--- src/rtl/keypad_pkg.sv ---
`default_nettype none
// ============================================================================
// Module      : keypad_pkg
// Description : Shared types and constants for the 4x4 keypad scanner.
//               Holds the scanner state type, the row/column to hex keymap,
//               the default timing constants and small row-decode helpers.
// Revision    : 1.0 - initial release
// ============================================================================
package keypad_pkg;

  typedef enum logic [1:0] {
    SCAN       = 2'd0,
    DB_PRESS   = 2'd1,
    HELD       = 2'd2,
    DB_RELEASE = 2'd3
  } state_t;

  // Timing at a 48 MHz system clock: 100 us per column, 20 ms debounce.
  localparam int DEFAULT_SCAN_DIV        = 4800;
  localparam int DEFAULT_DEBOUNCE_CYCLES = 960000;

  // KEYMAP[row][col]
  localparam logic [3:0] KEYMAP [0:3][0:3] = '{
    '{4'h1, 4'h2, 4'h3, 4'hA},
    '{4'h4, 4'h5, 4'h6, 4'hB},
    '{4'h7, 4'h8, 4'h9, 4'hC},
    '{4'hE, 4'h0, 4'hF, 4'hD}
  };

  // True when exactly one active-low row line is asserted.
  function automatic logic exactly_one_low(input logic [3:0] v);
    return ($countones(~v) == 1);
  endfunction

  // Index of the asserted (low) row; meaningful only when exactly one is low.
  function automatic logic [1:0] low_index(input logic [3:0] v);
    logic [1:0] idx;
    idx = 2'd0;
    for (int i = 3; i >= 0; i--) begin
      if (!v[i]) idx = 2'(i);
    end
    return idx;
  endfunction

endpackage
`default_nettype wire

--- src/rtl/keypad_scanner_sync_2ff.sv ---
`default_nettype none
// ============================================================================
// Module      : sync_2ff
// Description : Two-flop synchronizer for asynchronous level inputs.
//               Resets to all-ones so idle pulled-up lines read inactive.
// Ports       : clk   - destination clock
//               reset - asynchronous, active-low reset
//               d     - asynchronous input bus
//               q     - synchronized output bus
// Revision    : 1.0 - initial release
// ============================================================================
module sync_2ff #(
  parameter int WIDTH = 4
) (
  input  logic             clk,
  input  logic             reset,
  input  logic [WIDTH-1:0] d,
  output logic [WIDTH-1:0] q
);

  logic [WIDTH-1:0] meta;

  always_ff @(posedge clk or negedge reset) begin
    if (!reset) begin
      meta <= '1;
      q    <= '1;
    end else begin
      meta <= d;
      q    <= meta;
    end
  end

endmodule
`default_nettype wire

--- src/rtl/keypad_scanner.sv ---
`default_nettype none
// ============================================================================
// Module      : keypad_scanner
// Description : 4x4 matrix keypad scanner. Drives one active-low column at a
//               time, synchronizes the active-low rows, debounces press and
//               release, and emits one key_valid strobe per accepted press.
// Ports       : clk       - system clock
//               reset     - asynchronous, active-low reset
//               row       - raw keypad rows, active-low, asynchronous
//               col       - column drives, active-low, exactly one low
//               key_code  - hex value of last accepted key
//               key_valid - one-cycle strobe when key_code updates
// Revision    : 1.0 - initial release
// ============================================================================
module keypad_scanner
  import keypad_pkg::*;
#(
  parameter int SCAN_DIV        = DEFAULT_SCAN_DIV,
  parameter int DEBOUNCE_CYCLES = DEFAULT_DEBOUNCE_CYCLES
) (
  input  logic       clk,
  input  logic       reset,
  input  logic [3:0] row,
  output logic [3:0] col,
  output logic [3:0] key_code,
  output logic       key_valid
);

  localparam int DWELL_W = (SCAN_DIV > 1) ? $clog2(SCAN_DIV) : 1;
  localparam int DB_W    = (DEBOUNCE_CYCLES > 1) ? $clog2(DEBOUNCE_CYCLES) : 1;
  localparam logic [DWELL_W-1:0] DWELL_LAST = DWELL_W'(SCAN_DIV - 1);
  localparam logic [DB_W-1:0]    DB_LAST    = DB_W'(DEBOUNCE_CYCLES - 1);

  logic [3:0]         rs;
  state_t             state, state_next;
  logic [1:0]         col_idx, col_idx_next;
  logic [1:0]         row_sel, row_sel_next;
  logic [DWELL_W-1:0] dwell_cnt, dwell_cnt_next;
  logic [DB_W-1:0]    db_cnt, db_cnt_next;
  logic [3:0]         key_code_next;
  logic               key_valid_next;
  logic               row_hit;

  sync_2ff #(
    .WIDTH (4)
  ) u_row_sync (
    .clk   (clk),
    .reset (reset),
    .d     (row),
    .q     (rs)
  );

  // Column drive decoded straight from the registered index, so reset forces
  // 4'b1110 without waiting for a clock edge.
  assign col = ~(4'b0001 << col_idx);

  // Latched row currently pulled low (active-low sense).
  assign row_hit = ~rs[row_sel];

  always_ff @(posedge clk or negedge reset) begin
    if (!reset) begin
      state     <= SCAN;
      col_idx   <= 2'd0;
      row_sel   <= 2'd0;
      dwell_cnt <= '0;
      db_cnt    <= '0;
      key_code  <= 4'h0;
      key_valid <= 1'b0;
    end else begin
      state     <= state_next;
      col_idx   <= col_idx_next;
      row_sel   <= row_sel_next;
      dwell_cnt <= dwell_cnt_next;
      db_cnt    <= db_cnt_next;
      key_code  <= key_code_next;
      key_valid <= key_valid_next;
    end
  end

  always_comb begin
    state_next     = state;
    col_idx_next   = col_idx;
    row_sel_next   = row_sel;
    dwell_cnt_next = dwell_cnt;
    db_cnt_next    = db_cnt;
    key_code_next  = key_code;
    key_valid_next = 1'b0;

    case (state)
      SCAN: begin
        if (dwell_cnt == DWELL_LAST) begin
          dwell_cnt_next = '0;
          if (exactly_one_low(rs)) begin
            // Column stays frozen on this index until the key is released.
            row_sel_next = low_index(rs);
            db_cnt_next  = '0;
            state_next   = DB_PRESS;
          end else begin
            col_idx_next = col_idx + 2'd1;
          end
        end else begin
          dwell_cnt_next = dwell_cnt + 1'b1;
        end
      end

      DB_PRESS: begin
        if (!row_hit) begin
          state_next     = SCAN;
          col_idx_next   = col_idx + 2'd1;
          dwell_cnt_next = '0;
        end else if (db_cnt == DB_LAST) begin
          state_next     = HELD;
          key_code_next  = KEYMAP[row_sel][col_idx];
          key_valid_next = 1'b1;
        end else begin
          db_cnt_next = db_cnt + 1'b1;
        end
      end

      HELD: begin
        if (!row_hit) begin
          db_cnt_next = '0;
          state_next  = DB_RELEASE;
        end
      end

      DB_RELEASE: begin
        if (row_hit) begin
          // A bounce back to contact resumes the hold; it is never a new press.
          state_next = HELD;
        end else if (db_cnt == DB_LAST) begin
          state_next     = SCAN;
          col_idx_next   = col_idx + 2'd1;
          dwell_cnt_next = '0;
        end else begin
          db_cnt_next = db_cnt + 1'b1;
        end
      end

      default: begin
        state_next = SCAN;
      end
    endcase
  end

endmodule
`default_nettype wire

--- config.mk ---
export PLATFORM = sky130hd
export DESIGN_NAME = keypad_scanner
export DESIGN_NICKNAME = d
export VERILOG_FILES = /design/src/rtl/keypad_pkg.sv /design/src/rtl/keypad_scanner_sync_2ff.sv /design/src/rtl/keypad_scanner.sv
export SDC_FILE = /design/constraint.sdc
export NUM_CORES = 1
export LEC_CHECK = 0
export CAP_MARGIN = 5
export CORE_MARGIN = 2
export CORE_UTILIZATION = 55
export CTS_CLUSTER_SIZE = 20
export DETAILED_ROUTE_END_ITERATION = 10
export PLACE_DENSITY_LB_ADDON = 0.25
export SYNTH_ARGS = -nofsm -noshare
export SYNTH_HDL_FRONTEND = slang
export SYNTH_HIERARCHICAL = 1
export SYNTH_SLANG_ARGS = --single-unit
--- constraint.sdc ---
create_clock -name clk -period 5.89 [get_ports clk]
set_clock_uncertainty 0.2 [all_clocks]
set_input_delay 1.4725 -clock clk [delete_from_list [all_inputs] [get_ports clk]]
set_output_delay 1.4725 -clock clk [all_outputs]
set_load 0.05 [all_outputs]
==> impl_metrics.ini <==
[logic_synthesis]
ys_warn_count = 6
synth_cell_types = 51
synthArstFlopShare_pct = 100
ys_ff_latch = 52
syn_nets = 308
synth_edf_count = 0
postSynthAreaPerCell_sq_um = 9.74
syn_area_sq_um = 2850
synth_ff_type = dfrtp_1
synth_cells = 293
seq_area_frac_synth_pct = 45.9

[drt]
drc_errors = 0
avgViaCountPerCell = 6.10
wirelength_um = 5660
drt_iter0_drc = 156
wl_per_cell_um = 15.3
vias = 2262
ant_nets = 0
firstDrtPassIters = 4

[clocking]
htree_levels = 2
ctsHoldBuffers = 0
cts_resized = 0
cts.sinks = 52
cts_buffer_depth = 2
clk_pin_slew_ps = 90
insertion_delay_ps = 310
cts.root.buffer_cell = clkbuf_8
cts_tree = done
post_cts.repair.setup_buffers = 0
cts_buffers = 5

[final_layout]
drive_above_1_share_pct = 8.31
synthToLayoutAreaGrowth_pct = 8.99
final_nets = 315
n_antenna_cell = 0
design_area_sq_um = 3110
ff_latch_area_sq_um = 1310
fillers = 436
multi_input_area_sq_um = 1430

[floorplan]
io_pins = 15
chipHeight_um = 76.0
coreArea_sq_um = 5040
die_area_sq_um = 5780
die_w_um = 76.0
initial_core_util_pct = 56.6
row_count = 26

[setup_path]
r2r_start = u_row_sync/q[1]$_DFF_PN1_
rr_worst_depth = 9
path_max_fanout = 39
r2r_slack_ps = 2170
endpoint_kind = register
cp_data_arrival_time_ps = 3740
path_class = register to register
r2r-end = db_cnt[4]$_DFFE_PN0P_
start_kind = register
cp_data_required_time_ps = 5910

[timing]
relSlewSlack_pct = 12.0
whs_ps = 154
rsz0062_at_grt = no
drv_slew = 0
tightestPinTransition_ps = 1320
fmax_ghz = 0.269
tns_ps = 0
finalHoldViolations = 0
period_share_pct = 63.2
setup_viol = 0
fin_crit_ps = 3720

[global_route]
antenna_found_initial = 0
grt_overflow_total = 0
grt_max_degree = 53
grt_pass1_wl_um = 10100
first_global_vias = 2167
use_met2_pct = 36.3
grt_usage_pct = 21.1
grt-busiest-layer = met2
use_met3_pct = 3.20
grtUsageMet1_pct = 28.1

[place]
place_hpwl_um = 3860
globalplace.congestion = 0.844
placed_cell_area_sq_um = 3020
io_buffer_count = 14

[pwr]
seqPwrFrac_pct = 61.0
combPwrFrac_pct = 3.4
internal_power_mw = 0.464
clkPwrFrac_pct = 35.6
p_per_area_nw_per_um2 = 192
leakage_nw = 1.30
irDropWorstVdd_uv = 123
power.switching_mw = 0.132
netSwitchingFraction_pct = 22.1

[min_path]
min_to = u_row_sync/q[1]$_DFF_PN1_
hold_class = register to register
hold_start = u_row_sync/meta[1]$_DFF_PN1_
whs_path_depth = 0

[flow_run]
maxCapViolations = 0

[outcome]
status = completed
==> logic make-up (layout without fill, tap and decap cells) <==
logic type               after synthesis  in the layout  synth area share (%)
AND/OR/NAND/NOR                      111            111                  22.8
AO/OA/AOI/OAI                         80             80                  17.5
flip-flops                            52             52                  45.9
buffers and inverters                 28             36                  4.47
adder cells (fa/ha/maj)                9              9                  4.21
multiplexers                           9              9                  3.86
XOR/XNOR                               4              4                  1.23
==> cells in the mapped netlist (2+ instances only) <==
library cell,n,share of area [%]
o21ai_1,7,1.2
dfrtp_1,44,39
o2bb2ai_1,2,0.61
o31ai_1,10,2.6
o21a_1,2,0.53
nand3_1,12,2.1
xnor2_1,3,0.92
ha_1,8,3.5
clkbuf_1,9,1.2
mux2i_1,2,0.70
and4_1,7,2.1
and3_1,7,1.5
inv_1,13,1.7
nor4b_1,2,0.61
buf_6,2,0.79
mux2_1,3,1.2
o211ai_1,6,1.6
a31oi_1,10,2.2
mux2_2,3,1.2
nor3_1,4,0.70
nor2_1,9,1.2
and2_1,6,1.3
a21oi_1,24,4.2
nand2b_1,2,0.44
nor3_2,2,0.70
or4_1,14,3.7
dfstp_2,8,7.4
nor4bb_1,2,0.70
nand4_1,7,1.5
o21ai_0,11,1.9
nor4_1,3,0.66
nand2_1,25,3.3
or3_1,4,0.88
buf_2,2,0.35
o31a_1,2,0.61
==> worst max path at each step <==
| stage | from | endpoint | slack (ps) |
|---|---|---|---|
| 6_report | u_row_sync/q[1]$_DFF_PN1_ | db_cnt[4]$_DFFE_PN0P_ | 2170 |
| 5_1_grt | u_row_sync/q[1]$_DFF_PN1_ | db_cnt[4]$_DFFE_PN0P_ | 1950 |
| 4_1_cts | u_row_sync/q[1]$_DFF_PN1_ | db_cnt[4]$_DFFE_PN0P_ | 2150 |
| 3_5_place_dp | u_row_sync/q[1]$_DFF_PN1_ | db_cnt[14]$_DFFE_PN0P_ | 2240 |
| 3_3_place_gp | u_row_sync/q[0]$_DFF_PN1_ | db_cnt[7]$_DFFE_PN0P_ | 2390 |
| 2_1_floorplan | u_row_sync/q[0]$_DFF_PN1_ | db_cnt[11]$_DFFE_PN0P_ | 2700 |
==> metal layers <==
| metal | vias to the layer above | share of wire (%) |
|---|---|---|
| li1 | 1124 | - |
| met5 | - | 0 |
| met3 | 6 | 2.5 |
| met2 | 26 | 49 |
| met4 | 0 | 0.97 |
| met1 | 1106 | 48 |
==> placed cells by master (no fill, tap or decap), types with 4 or more instances in the layout <==
cell type,count
a21oi_1,24
inv_1,13
nand4_1,7
o211ai_1,6
ha_1,8
nand3_1,12
and4_1,7
nor3_1,4
dfrtp_1,44
nand2_1,25
dfstp_2,8
clkbuf_8,6
and2_1,6
clkdlybuf4s50_1,13
o21ai_0,11
and3_1,7
a31oi_1,10
or4_1,14
nor2_1,9
o31ai_1,10
or3_1,4
o21ai_1,7
==> metrics by stage <==
stage                     setup slack (ps)  instances  total power [mW]  util, %
after global placement                2390        363             0.390     59.8
after detailed placement              2240        363             0.391     59.8
final                                 2170        371             0.596     61.7
after CTS                             2150        371             0.605     61.7
after global routing                  1950        371             0.622     61.7
after floorplan                       2700        293             0.378        -
==> layout make-up <==
cell class | count | area share, %
clock buffer | 7 | 2.78
clock inverter | 1 | 0.241
inverter | 13 | 1.57
multi-input combinational | 213 | 45.9
sequential | 52 | 42.2
tap | 70 | 2.82
timing repair buffer | 15 | 4.59
==> registers in the layout, indices dropped and copies added, names as in the netlist, named ones only <==
| name | count |
|---|---|
| db_cnt | 20 |
| dwell_cnt | 13 |
| key_code | 4 |
| u_row_sync/meta | 4 |
| u_row_sync/q | 4 |
| col_idx | 2 |
| row_sel | 2 |
| key_valid | 1 |
| state | 1 |
==> critical path: stages, from the launching register on <==
cell      delay [ps]
dfstp_2          580
fa_1             430
inv_1             70
ha_1             130
ha_1             210
or3b_1           370
nor3_1           490
a221oi_4         360
or4_1            610
a21oi_1          190
==> power by group through the flow <==
stage	combinational, mW	clock (mW)	sequential [mW]
after floorplan	0.00747	0	0.370
after detailed placement	0.0209	0	0.371
after global routing	0.0238	0.234	0.364
after global placement	0.0198	0	0.370
final	0.0201	0.213	0.364
after CTS	0.0210	0.221	0.364
(Power assumes the default switching activity.)
